### config.mk
export PLATFORM = sky130hd
export DESIGN_NAME = eight_bit_divider_flat
export DESIGN_NICKNAME = d
export VERILOG_FILES = /design/src/rtl/eight_bit_divider_pkg.sv /design/src/rtl/eight_bit_divider_if.sv /design/src/rtl/div_trial_sub.sv /design/src/rtl/full_adder.sv /design/src/rtl/eight_bit_divider.sv /design/src/flat_wrapper.sv
export SDC_FILE = /design/constraint.sdc
export NUM_CORES = 1
export LEC_CHECK = 0
export ABC_AREA = 1
export CORE_ASPECT_RATIO = 2
export CORE_UTILIZATION = 55
export DETAILED_ROUTE_END_ITERATION = 10
export PLACE_DENSITY = 0.86
export SYNTH_ARGS = -nofsm -noshare
export SYNTH_HDL_FRONTEND = slang
export SYNTH_SLANG_ARGS = --single-unit
### constraint.sdc
create_clock -name CLK -period 5.6 [get_ports CLK]
set_clock_uncertainty 0.1 [all_clocks]
set_input_delay 0.84 -clock CLK [delete_from_list [all_inputs] [get_ports CLK]]
set_output_delay 0.84 -clock CLK [all_outputs]
set_load 0.02 [all_outputs]
### src/rtl/eight_bit_divider_pkg.sv
// Shared definitions for the sequential restoring divider: FSM encoding and default width.
package eight_bit_divider_pkg;

  localparam int WIDTH_DEFAULT = 8;

  // 2'b11 is never entered on purpose; the FSM steers it back to IDLE.
  typedef enum logic [1:0] {
    IDLE = 2'b00,
    RUN  = 2'b01,
    FIN  = 2'b10
  } state_t;

endpackage

### src/rtl/eight_bit_divider_if.sv
// Request/result bundle between the control FSM (master) and the divider (slave).
// Handshake: START is sampled only while the divider is idle; BUSY is high during the
// iterations; DONE is a one-cycle pulse when QUOT/REM/DIV_ZERO hold a new result.
interface eight_bit_divider_if
  import eight_bit_divider_pkg::*;
#(
  parameter int WIDTH = WIDTH_DEFAULT
);
  logic             START;
  logic [WIDTH-1:0] A;
  logic [WIDTH-1:0] B;
  logic             BUSY;
  logic             DONE;
  logic [WIDTH-1:0] QUOT;
  logic [WIDTH-1:0] REM;
  logic             DIV_ZERO;

  modport master (output START, A, B, input BUSY, DONE, QUOT, REM, DIV_ZERO);
  modport slave  (input START, A, B, output BUSY, DONE, QUOT, REM, DIV_ZERO);
endinterface

### src/rtl/div_trial_sub.sv
// Ripple subtractor a - b: full adders fed with inverted b and a carry-in of 1.
// A final carry-out of 1 means the subtraction did not borrow.
module div_trial_sub #(
  parameter int W = 9
) (
  input  logic [W-1:0] a,
  input  logic [W-1:0] b,
  output logic [W-1:0] diff,
  output logic         no_borrow
);
  logic [W:0] carry;

  assign carry[0] = 1'b1;

  for (genvar i = 0; i < W; i++) begin : g_bit
    full_adder u_fa (
      .a    (a[i]),
      .b    (~b[i]),
      .cin  (carry[i]),
      .sum  (diff[i]),
      .cout (carry[i+1])
    );
  end

  assign no_borrow = carry[W];
endmodule

### src/rtl/full_adder.sv
// One-bit full adder, the primitive the team's ripple-carry adders are built from.
module full_adder (
  input  logic a,
  input  logic b,
  input  logic cin,
  output logic sum,
  output logic cout
);
  assign sum  = a ^ b ^ cin;
  assign cout = (a & b) | (cin & (a ^ b));
endmodule

### src/rtl/eight_bit_divider.sv
// Multi-cycle unsigned restoring divider: one quotient bit per clock, START/BUSY/DONE handshake.
module eight_bit_divider
  import eight_bit_divider_pkg::*;
#(
  parameter int WIDTH = WIDTH_DEFAULT
) (
  input  logic                CLK,
  input  logic                RST,
  eight_bit_divider_if.slave  bus,
  output state_t              state
);
  localparam int CW = $clog2(WIDTH + 1);

  state_t           state_q, state_d;
  logic [WIDTH-1:0] d_q, v_q, q_q;
  logic [WIDTH:0]   r_q;
  logic [CW-1:0]    cnt_q;
  logic [WIDTH-1:0] quot_q, rem_q;
  logic             div_zero_q;

  logic [WIDTH:0]   rs, t, r_next;
  logic             no_borrow;
  logic [WIDTH-1:0] q_next;
  logic             last_iter;

  // The trial is WIDTH+1 bits wide because the shifted remainder can reach 2V-1.
  assign rs = {r_q[WIDTH-1:0], d_q[WIDTH-1]};

  div_trial_sub #(.W(WIDTH + 1)) u_trial (
    .a         (rs),
    .b         ({1'b0, v_q}),
    .diff      (t),
    .no_borrow (no_borrow)
  );

  assign r_next    = no_borrow ? t : rs;
  assign q_next    = {q_q[WIDTH-2:0], no_borrow};
  assign last_iter = (cnt_q == CW'(WIDTH - 1));

  always_comb begin
    state_d = state_q;
    case (state_q)
      IDLE:    if (bus.START) state_d = (bus.B == '0) ? FIN : RUN;
      RUN:     if (last_iter) state_d = FIN;
      FIN:     state_d = IDLE;
      default: state_d = IDLE;
    endcase
  end

  always_ff @(posedge CLK) begin
    if (RST) state_q <= IDLE;
    else     state_q <= state_d;
  end

  always_ff @(posedge CLK) begin
    if (RST) begin
      d_q        <= '0;
      v_q        <= '0;
      q_q        <= '0;
      r_q        <= '0;
      cnt_q      <= '0;
      quot_q     <= '0;
      rem_q      <= '0;
      div_zero_q <= 1'b0;
    end else begin
      case (state_q)
        IDLE: begin
          if (bus.START) begin
            if (bus.B != '0) begin
              d_q   <= bus.A;
              v_q   <= bus.B;
              r_q   <= '0;
              q_q   <= '0;
              cnt_q <= '0;
            end else begin
              quot_q     <= '1;
              rem_q      <= bus.A;
              div_zero_q <= 1'b1;
            end
          end
        end
        RUN: begin
          d_q   <= {d_q[WIDTH-2:0], 1'b0};
          r_q   <= r_next;
          q_q   <= q_next;
          cnt_q <= cnt_q + 1'b1;
          if (last_iter) begin
            quot_q     <= q_next;
            rem_q      <= r_next[WIDTH-1:0];
            div_zero_q <= 1'b0;
          end
        end
        default: ;
      endcase
    end
  end

  // R < V after every iteration, so the top remainder bit and the shifted-out Q bit carry nothing.
  logic unused;
  assign unused = ^{r_q[WIDTH], q_q[WIDTH-1]};

  assign bus.BUSY     = (state_q == RUN);
  assign bus.DONE     = (state_q == FIN);
  assign bus.QUOT     = quot_q;
  assign bus.REM      = rem_q;
  assign bus.DIV_ZERO = div_zero_q;
  assign state        = state_q;
endmodule

### src/flat_wrapper.sv
// flat-port wrapper written by rule: the top's interface ports become plain ports
module eight_bit_divider_flat import eight_bit_divider_pkg::*;
#(
  parameter int WIDTH = WIDTH_DEFAULT
)
  (CLK, RST, state, bus_START, bus_A, bus_B, bus_BUSY, bus_DONE, bus_QUOT, bus_REM, bus_DIV_ZERO);
  eight_bit_divider_if #(.WIDTH(WIDTH)) bus_i ();
  input  logic CLK;
  input  logic RST;
  output state_t state;
  input wire logic [$bits(bus_i.START)-1:0] bus_START;
  input wire logic [$bits(bus_i.A)-1:0] bus_A;
  input wire logic [$bits(bus_i.B)-1:0] bus_B;
  output wire logic [$bits(bus_i.BUSY)-1:0] bus_BUSY;
  output wire logic [$bits(bus_i.DONE)-1:0] bus_DONE;
  output wire logic [$bits(bus_i.QUOT)-1:0] bus_QUOT;
  output wire logic [$bits(bus_i.REM)-1:0] bus_REM;
  output wire logic [$bits(bus_i.DIV_ZERO)-1:0] bus_DIV_ZERO;
  assign bus_i.START = bus_START;
  assign bus_i.A = bus_A;
  assign bus_i.B = bus_B;
  assign bus_BUSY = bus_i.BUSY;
  assign bus_DONE = bus_i.DONE;
  assign bus_QUOT = bus_i.QUOT;
  assign bus_REM = bus_i.REM;
  assign bus_DIV_ZERO = bus_i.DIV_ZERO;
  eight_bit_divider #(.WIDTH(WIDTH)) u_core (.CLK(CLK), .RST(RST), .bus(bus_i), .state(state));
endmodule
* Yosys cells after proc, flatten, opt, wreduce, memory -nomap -nowiden
Index checks and enable logic that the tools add are counted.
** Word-level totals
- Register bits after elaboration :: 54
- Bits of input ports :: 19
- Output and inout bits :: 21
** Operators by class
- $add $sub $neg :: 1
- Equal/unequal tests :: 7
- Muxes and demuxes :: 29
- Bitwise logic cells :: 50
- Reduce and logical (&&, ||, !) cells :: 8
** Operator list (count)
- $mux 8 :: 11
- $pmux 8 s2 :: 4
- $and 1x1->1 :: 16
- $xor 1x1->1 :: 15
- $mux 7 :: 2
- $pmux 7 s2 :: 1
- $not 1->1 :: 10
- $or 1x1->1 :: 9
- $logic_not 8->1 :: 1
- $mux 4 :: 2
- $pmux 4 s2 :: 1
- $reduce_bool 8->1 :: 1
- $mux 2 :: 3
- $reduce_and 3->1 :: 2
- $add 4x1->4 const B :: 1
- $eq 4x3->1 const B :: 1
- $ne 2x1->1 const B :: 2
- $ne 2x2->1 const B :: 2
- $pmux 2 s2 :: 1
- $reduce_and 4->1 :: 1
- $mux 1 :: 3
- $eq 2x1->1 const B :: 1
- $eq 2x2->1 const B :: 1
- $logic_not 2->1 :: 1
- other kinds (3) :: 3

* Depth between registers and ports, before layout
- Depth in word-level cells :: 22
- Gate-level depth with buffers :: 18
- Gate-level depth less buffers :: 18

* By module
A second synthesis with hierarchy kept.
** Unflattened totals
- Cells, all modules :: 395
- Area total of the unflattened synthesis :: 2733.9 um^2
** Modules (own cells, without submodules)
- eight_bit_divider :: instances 1, cells an instance 376, area an instance 2516.2 um^2
- full_adder :: instances 9, cells an instance 1, area an instance 20.0 um^2
- div_trial_sub :: instances 1, cells an instance 10, area an instance 37.5 um^2

* Worst setup path before layout
Ideal clock, no wire load.
- Path type :: reg-to-reg
- Start :: reg u_core.d_q[7]
- End :: reg u_core.rem_q[7] (netlist: u_core.bus.REM[7])
- Data arrival time :: 3.171 ns
- Slack :: 2.216 ns
- Stages on the path, launching flop included :: 17
- Path buffers :: 0
- Clock period less this slack :: 3.384 ns
- Cells stage by stage :: dfxtp_1 -> inv_1 -> ha_1 -> fa_1 -> fa_1 -> fa_1 -> fa_1 -> inv_1 -> fa_1 -> fa_1 -> fa_1 -> nand2_1 -> nand2_1 -> nand2_1 -> nand2_1 -> nor2_1 -> nor2_1
** Between the ends
- Cells in the longest elaborated chain, start to end :: 21
- Elaborated cells on any way between the ends :: 23
** Ends and longest elaborated chain
- start: declaration :: line eight_bit_divider.sv:15 : logic [WIDTH-1:0] d_q, v_q, q_q;
- start signal: assignment :: line eight_bit_divider.sv:70 : d_q <= bus.A;
- start signal: assignment :: line eight_bit_divider.sv:83 : d_q <= {d_q[WIDTH-2:0], 1'b0};
- $and 1x1->1 / $xor 1x1->1 (equally long branches) :: line full_adder.sv:10 : assign cout = (a & b) | (cin & (a ^ b));
- $or 1x1->1 (*) :: line full_adder.sv:10
- $and 1x1->1 (*) :: line full_adder.sv:10
- $or 1x1->1 (*) :: line full_adder.sv:10
- $and 1x1->1 (*) :: line full_adder.sv:10
- $or 1x1->1 (*) :: line full_adder.sv:10
- $and 1x1->1 (*) :: line full_adder.sv:10
- $or 1x1->1 (*) :: line full_adder.sv:10
- [... 5 more ...]
- $or 1x1->1 (*) :: line full_adder.sv:10
- $and 1x1->1 :: line full_adder.sv:10
- $or 1x1->1 :: line full_adder.sv:10
- $and 1x1->1 :: line full_adder.sv:10
- $or 1x1->1 :: line full_adder.sv:10
- $mux 8 (*) :: line eight_bit_divider.sv:36 : assign r_next = no_borrow ? t : rs;
- $mux 8 (*) :: line eight_bit_divider.sv:87 : if (last_iter) begin
- $pmux 8 s2 (*) :: line eight_bit_divider.sv:66 : case (state_q)
- end signal: assignment :: line eight_bit_divider.sv:77 : rem_q <= bus.A;
- end signal: assignment :: line eight_bit_divider.sv:89 : rem_q <= r_next[WIDTH-1:0];
- end: declaration :: line eight_bit_divider.sv:18 : logic [WIDTH-1:0] quot_q, rem_q;
Every way passes the cells marked *; elsewhere a longest branch is shown, timed or not. The select of a mux whose other input is x is not followed.
A chain may end at the register's enable or synchronous reset.

* Final worst setup path
- Start :: reg u_core.d_q[7]
- End :: reg u_core.rem_q[6] (netlist: u_core.bus.REM[6])
** Between the ends
- Cells in the longest elaborated chain, start to end :: 21
- Elaborated cells on any way between the ends :: 23
** Ends and longest elaborated chain (line)
- $and 1x1->1 / $xor 1x1->1 (equally long branches) :: full_adder.sv:10
- $or 1x1->1 (*) :: full_adder.sv:10
- $and 1x1->1 (*) :: full_adder.sv:10
- $or 1x1->1 (*) :: full_adder.sv:10
- $and 1x1->1 (*) :: full_adder.sv:10
- $or 1x1->1 (*) :: full_adder.sv:10
- $and 1x1->1 (*) :: full_adder.sv:10
- $or 1x1->1 (*) :: full_adder.sv:10
- [... 5 more ...]
- $or 1x1->1 :: full_adder.sv:10
- $and 1x1->1 :: full_adder.sv:10
- $or 1x1->1 :: full_adder.sv:10
- $and 1x1->1 :: full_adder.sv:10
- $or 1x1->1 :: full_adder.sv:10
- $mux 8 (*) :: eight_bit_divider.sv:36
- $mux 8 (*) :: eight_bit_divider.sv:87
- $pmux 8 s2 (*) :: eight_bit_divider.sv:66
Marked as above.

==> flow_metrics.env <==
export IMPL_outcome="finished clean"
export IMPL_numCtsBuffers=5
export IMPL_antenna_found_initial=0
export IMPL_cp_required_ns=5.71
export IMPL_powerDensity_nw_per_um2=312
export IMPL_post_place_ws_ns=1.76
export IMPL_n_antenna_cell=0
export IMPL_post_cts_buffers=0
export IMPL_leakagePower_nw=1.23
export IMPL_syn2layout_area_growth_pct=19.8
export IMPL_r2r_slack_ns=1.72
export IMPL_cts_root_buf="clkbuf_8"
export IMPL_drcViolationCount=0
export IMPL_fp_row_count=34
export IMPL_cp_max_fo=14
export IMPL_yosys_area_top_type="dfxtp_1"
export IMPL_drt_pass1_iterations=4
export IMPL_r2r_end="u_core.bus.REM[6]"
export IMPL_layout_setup_ws_ns=1.72
export IMPL_yosys_area_top_type_share=0.437
export IMPL_postRouteAntennaNets=0
export IMPL_die_h_um=96.9
export IMPL_relSlewSlack=0.251
export IMPL_path_depth=18
export IMPL_peakVddDrop_uv=220
export IMPL_grt_remaining_overflow=0
export IMPL_dieArea_um2=4790
export IMPL_drt_iter0_drc=45
export IMPL_syn_mean_instance_area_um2=7.15
export IMPL_nets=407
export IMPL_grt_start_max_net_pins=30
export IMPL_crit_path_end_kind="flip-flop"
export IMPL_cp_arrival_ns=3.99
export IMPL_ys_ff_latch=54
export IMPL_cts_tree="done"
export IMPL_vias=2232
export IMPL_wl_mm=5.18
export IMPL_cp_endpoint="u_core.bus.REM[6]"
export IMPL_path_class="reg2reg"
export IMPL_core_um2=4340
export IMPL_wl_met1_mm=2.05
export IMPL_yosysSeqAreaShare=0.437
export IMPL_slowest_stage="nor2_1"
export IMPL_grt_pass1_wl_mm=8.62
export IMPL_ctsHoldBuffers=0
export IMPL_fin_area_um2=2960
export IMPL_post_route_period_util=0.693
export IMPL_fp_dieW_um=49.4
export IMPL_routed_via_density=5.14
export IMPL_n_fill_cell=387
export IMPL_clk_latency_ns=0.31
export IMPL_syn_area_um2=2470
export IMPL_clkTransAtPathRegs_ns=0.09
export IMPL_dr_wl_met2_mm=2.80
export IMPL_startpoint="u_core.d_q[7]"
export IMPL_placed_cell_area_um2=2850
export IMPL_synth_area_leaders="dfxtp_1 44%, nand2_1 17%, a21oi_1 7.7%"
export IMPL_critical_path_top_delay_family="adder cells"
export IMPL_cts_buffer_depth=2
export IMPL_fin_crit_ns=3.88
export IMPL_post_drt_wl_per_cell_um=11.9
export IMPL_finalHoldWorstSlack_ns=0.353
export IMPL_r2r_cells=18
export IMPL_dp_hpwl_mm=3.61
export IMPL_cp_common_cell="fa_1"
export IMPL_hp_start="u_core.bus.QUOT[1]"
export IMPL_hp_class="reg2reg"
export IMPL_slew_viol_final=0
export IMPL_cp_num_buf_inv=3
export IMPL_portBuffers=39
export IMPL_wl_met3_um=141
export IMPL_highest_layer="met4"
export IMPL_finalSetupViolCount=0
export IMPL_drive_above_1_share=0.0500
export IMPL_clkSinkCount=54
export IMPL_synth_nets=374
export IMPL_max_cap_violations=0
export IMPL_h_tree_depth=2
export IMPL_synth_warnings=0
export IMPL_final_core_util=0.683
export IMPL_hold_viol=0
export IMPL_r2r_start="u_core.d_q[7]"
export IMPL_start_util=0.570
export IMPL_finalWeightedCongestion=0.898
export IMPL_postCtsResizedCells=0
export IMPL_crit_chain="inv_1 > ha_1 > fa_1 > fa_1 > fa_1 > fa_1 > inv_1 > fa_1 > fa_1 > fa_1 > nor2_1 > inv_1 > nand2_1 > nand2_1 > nand2_1 > nand2_1 > nor2_1 > nor2_1"
export IMPL_rsz0062_at_grt="false"
export IMPL_cp_start_kind="flip-flop"
export IMPL_critPathMaxStageDelay_ns=0.53
export IMPL_grt_pass1_vias=2075
export IMPL_io_pins=40
export IMPL_grt_usage=0.233
export IMPL_ys_types=22
export IMPL_tightest_slew_ns=1.12
export IMPL_synth_cells=346
export IMPL_setup_tns_final_ns=0
export IMPL_max_freq_mhz=258
[final cells by class]
cell class	instances	area [um2]	area share
clock buffers	5	68.8	0.0232
clock inverters	3	45.0	0.0152
inverters	35	131	0.0443
multi-input cells	244	1180	0.398
flip-flops and latches	54	1080	0.365
well taps	54	67.6	0.0228
repair buffers	39	390	0.132
[worst min-delay path by stage]
stage               slack, ns  cells past startpoint             endpoint
global placement         0.33                      2  u_core.bus.DIV_ZERO
global route             0.38                      2   u_core.bus.QUOT[7]
detailed placement       0.34                      2   u_core.bus.QUOT[1]
finish                   0.35                      2   u_core.bus.QUOT[1]
floorplan                0.34                      2        u_core.q_q[6]
CTS                      0.36                      2   u_core.bus.QUOT[1]
[cells by family after synthesis]
kind of cell / synth area share
compound gates: 0.137
fa+ha+maj: 0.0667
buf+inv: 0.0864
flops: 0.437
simple gates: 0.273
[worst reg2reg max path, stage by stage (launching register included)]
cell,delay (ns)
dfxtp_1,0.33
inv_1,0.05
ha_1,0.15
fa_1,0.18
fa_1,0.19
fa_1,0.19
fa_1,0.17
inv_1,0.05
fa_1,0.39
fa_1,0.40
fa_1,0.37
nor2_1,0.53
inv_1,0.22
nand2_1,0.11
nand2_1,0.05
nand2_1,0.07
nand2_1,0.06
nor2_1,0.10
nor2_1,0.06
[cell usage after synthesis (all sizes together)]
cell type and count:
nor2 44, a21oi 39, ha 2, clkbuf 4, nor3 1, nand2 113
fa 7, dfxtp 54, o21ai 25, inv 35, or2 1, buf 9
nand3 12
[per-layer routing]
layer / GRT usage / vias to the layer above
li1: - / 1150
met5: 0 / -
met3: 0.0330 / 13
met1: 0.236 / 1014
met4: 0.138 / 0
met2: 0.430 / 55
[cell usage in the layout (no fill, tap or decap), drive strengths merged]
cell           count
ha                 2
nor3               1
clkdlybuf4s50     39
fa                 7
dfxtp             54
clkbuf             5
clkinvlp           2
inv               35
o21ai             25
nand2            113
nor2              44
nand3             12
bufinv             1
a21oi             39
or2                1
[power breakdown]
part / total (mW) / leakage, nW / internal, mW / switching, mW
clock: 0.261 / 0.0504 / 0.133 / 0.128
combinational: 0.229 / 0.737 / 0.0896 / 0.139
sequential: 0.435 / 0.441 / 0.415 / 0.0198
[registers in the layout, summed over array words and instances (netlist names)]
signal	flops
u_core.v_q	8
u_core.bus.REM	8
u_core.d_q	8
u_core.bus.QUOT	8
u_core.state	2
u_core.r_q	8
u_core.bus.DIV_ZERO	1
u_core.cnt_q	4
u_core.q_q	7
[through the flow]
step / power, mW / std cells
6_report: 0.924 / 434
3_3_place_gp: 0.664 / 426
2_1_floorplan: 0.601 / 346
4_1_cts: 0.927 / 434
3_5_place_dp: 0.670 / 426
5_1_grt: 0.971 / 434
Power figures use the tool's default switching activity.
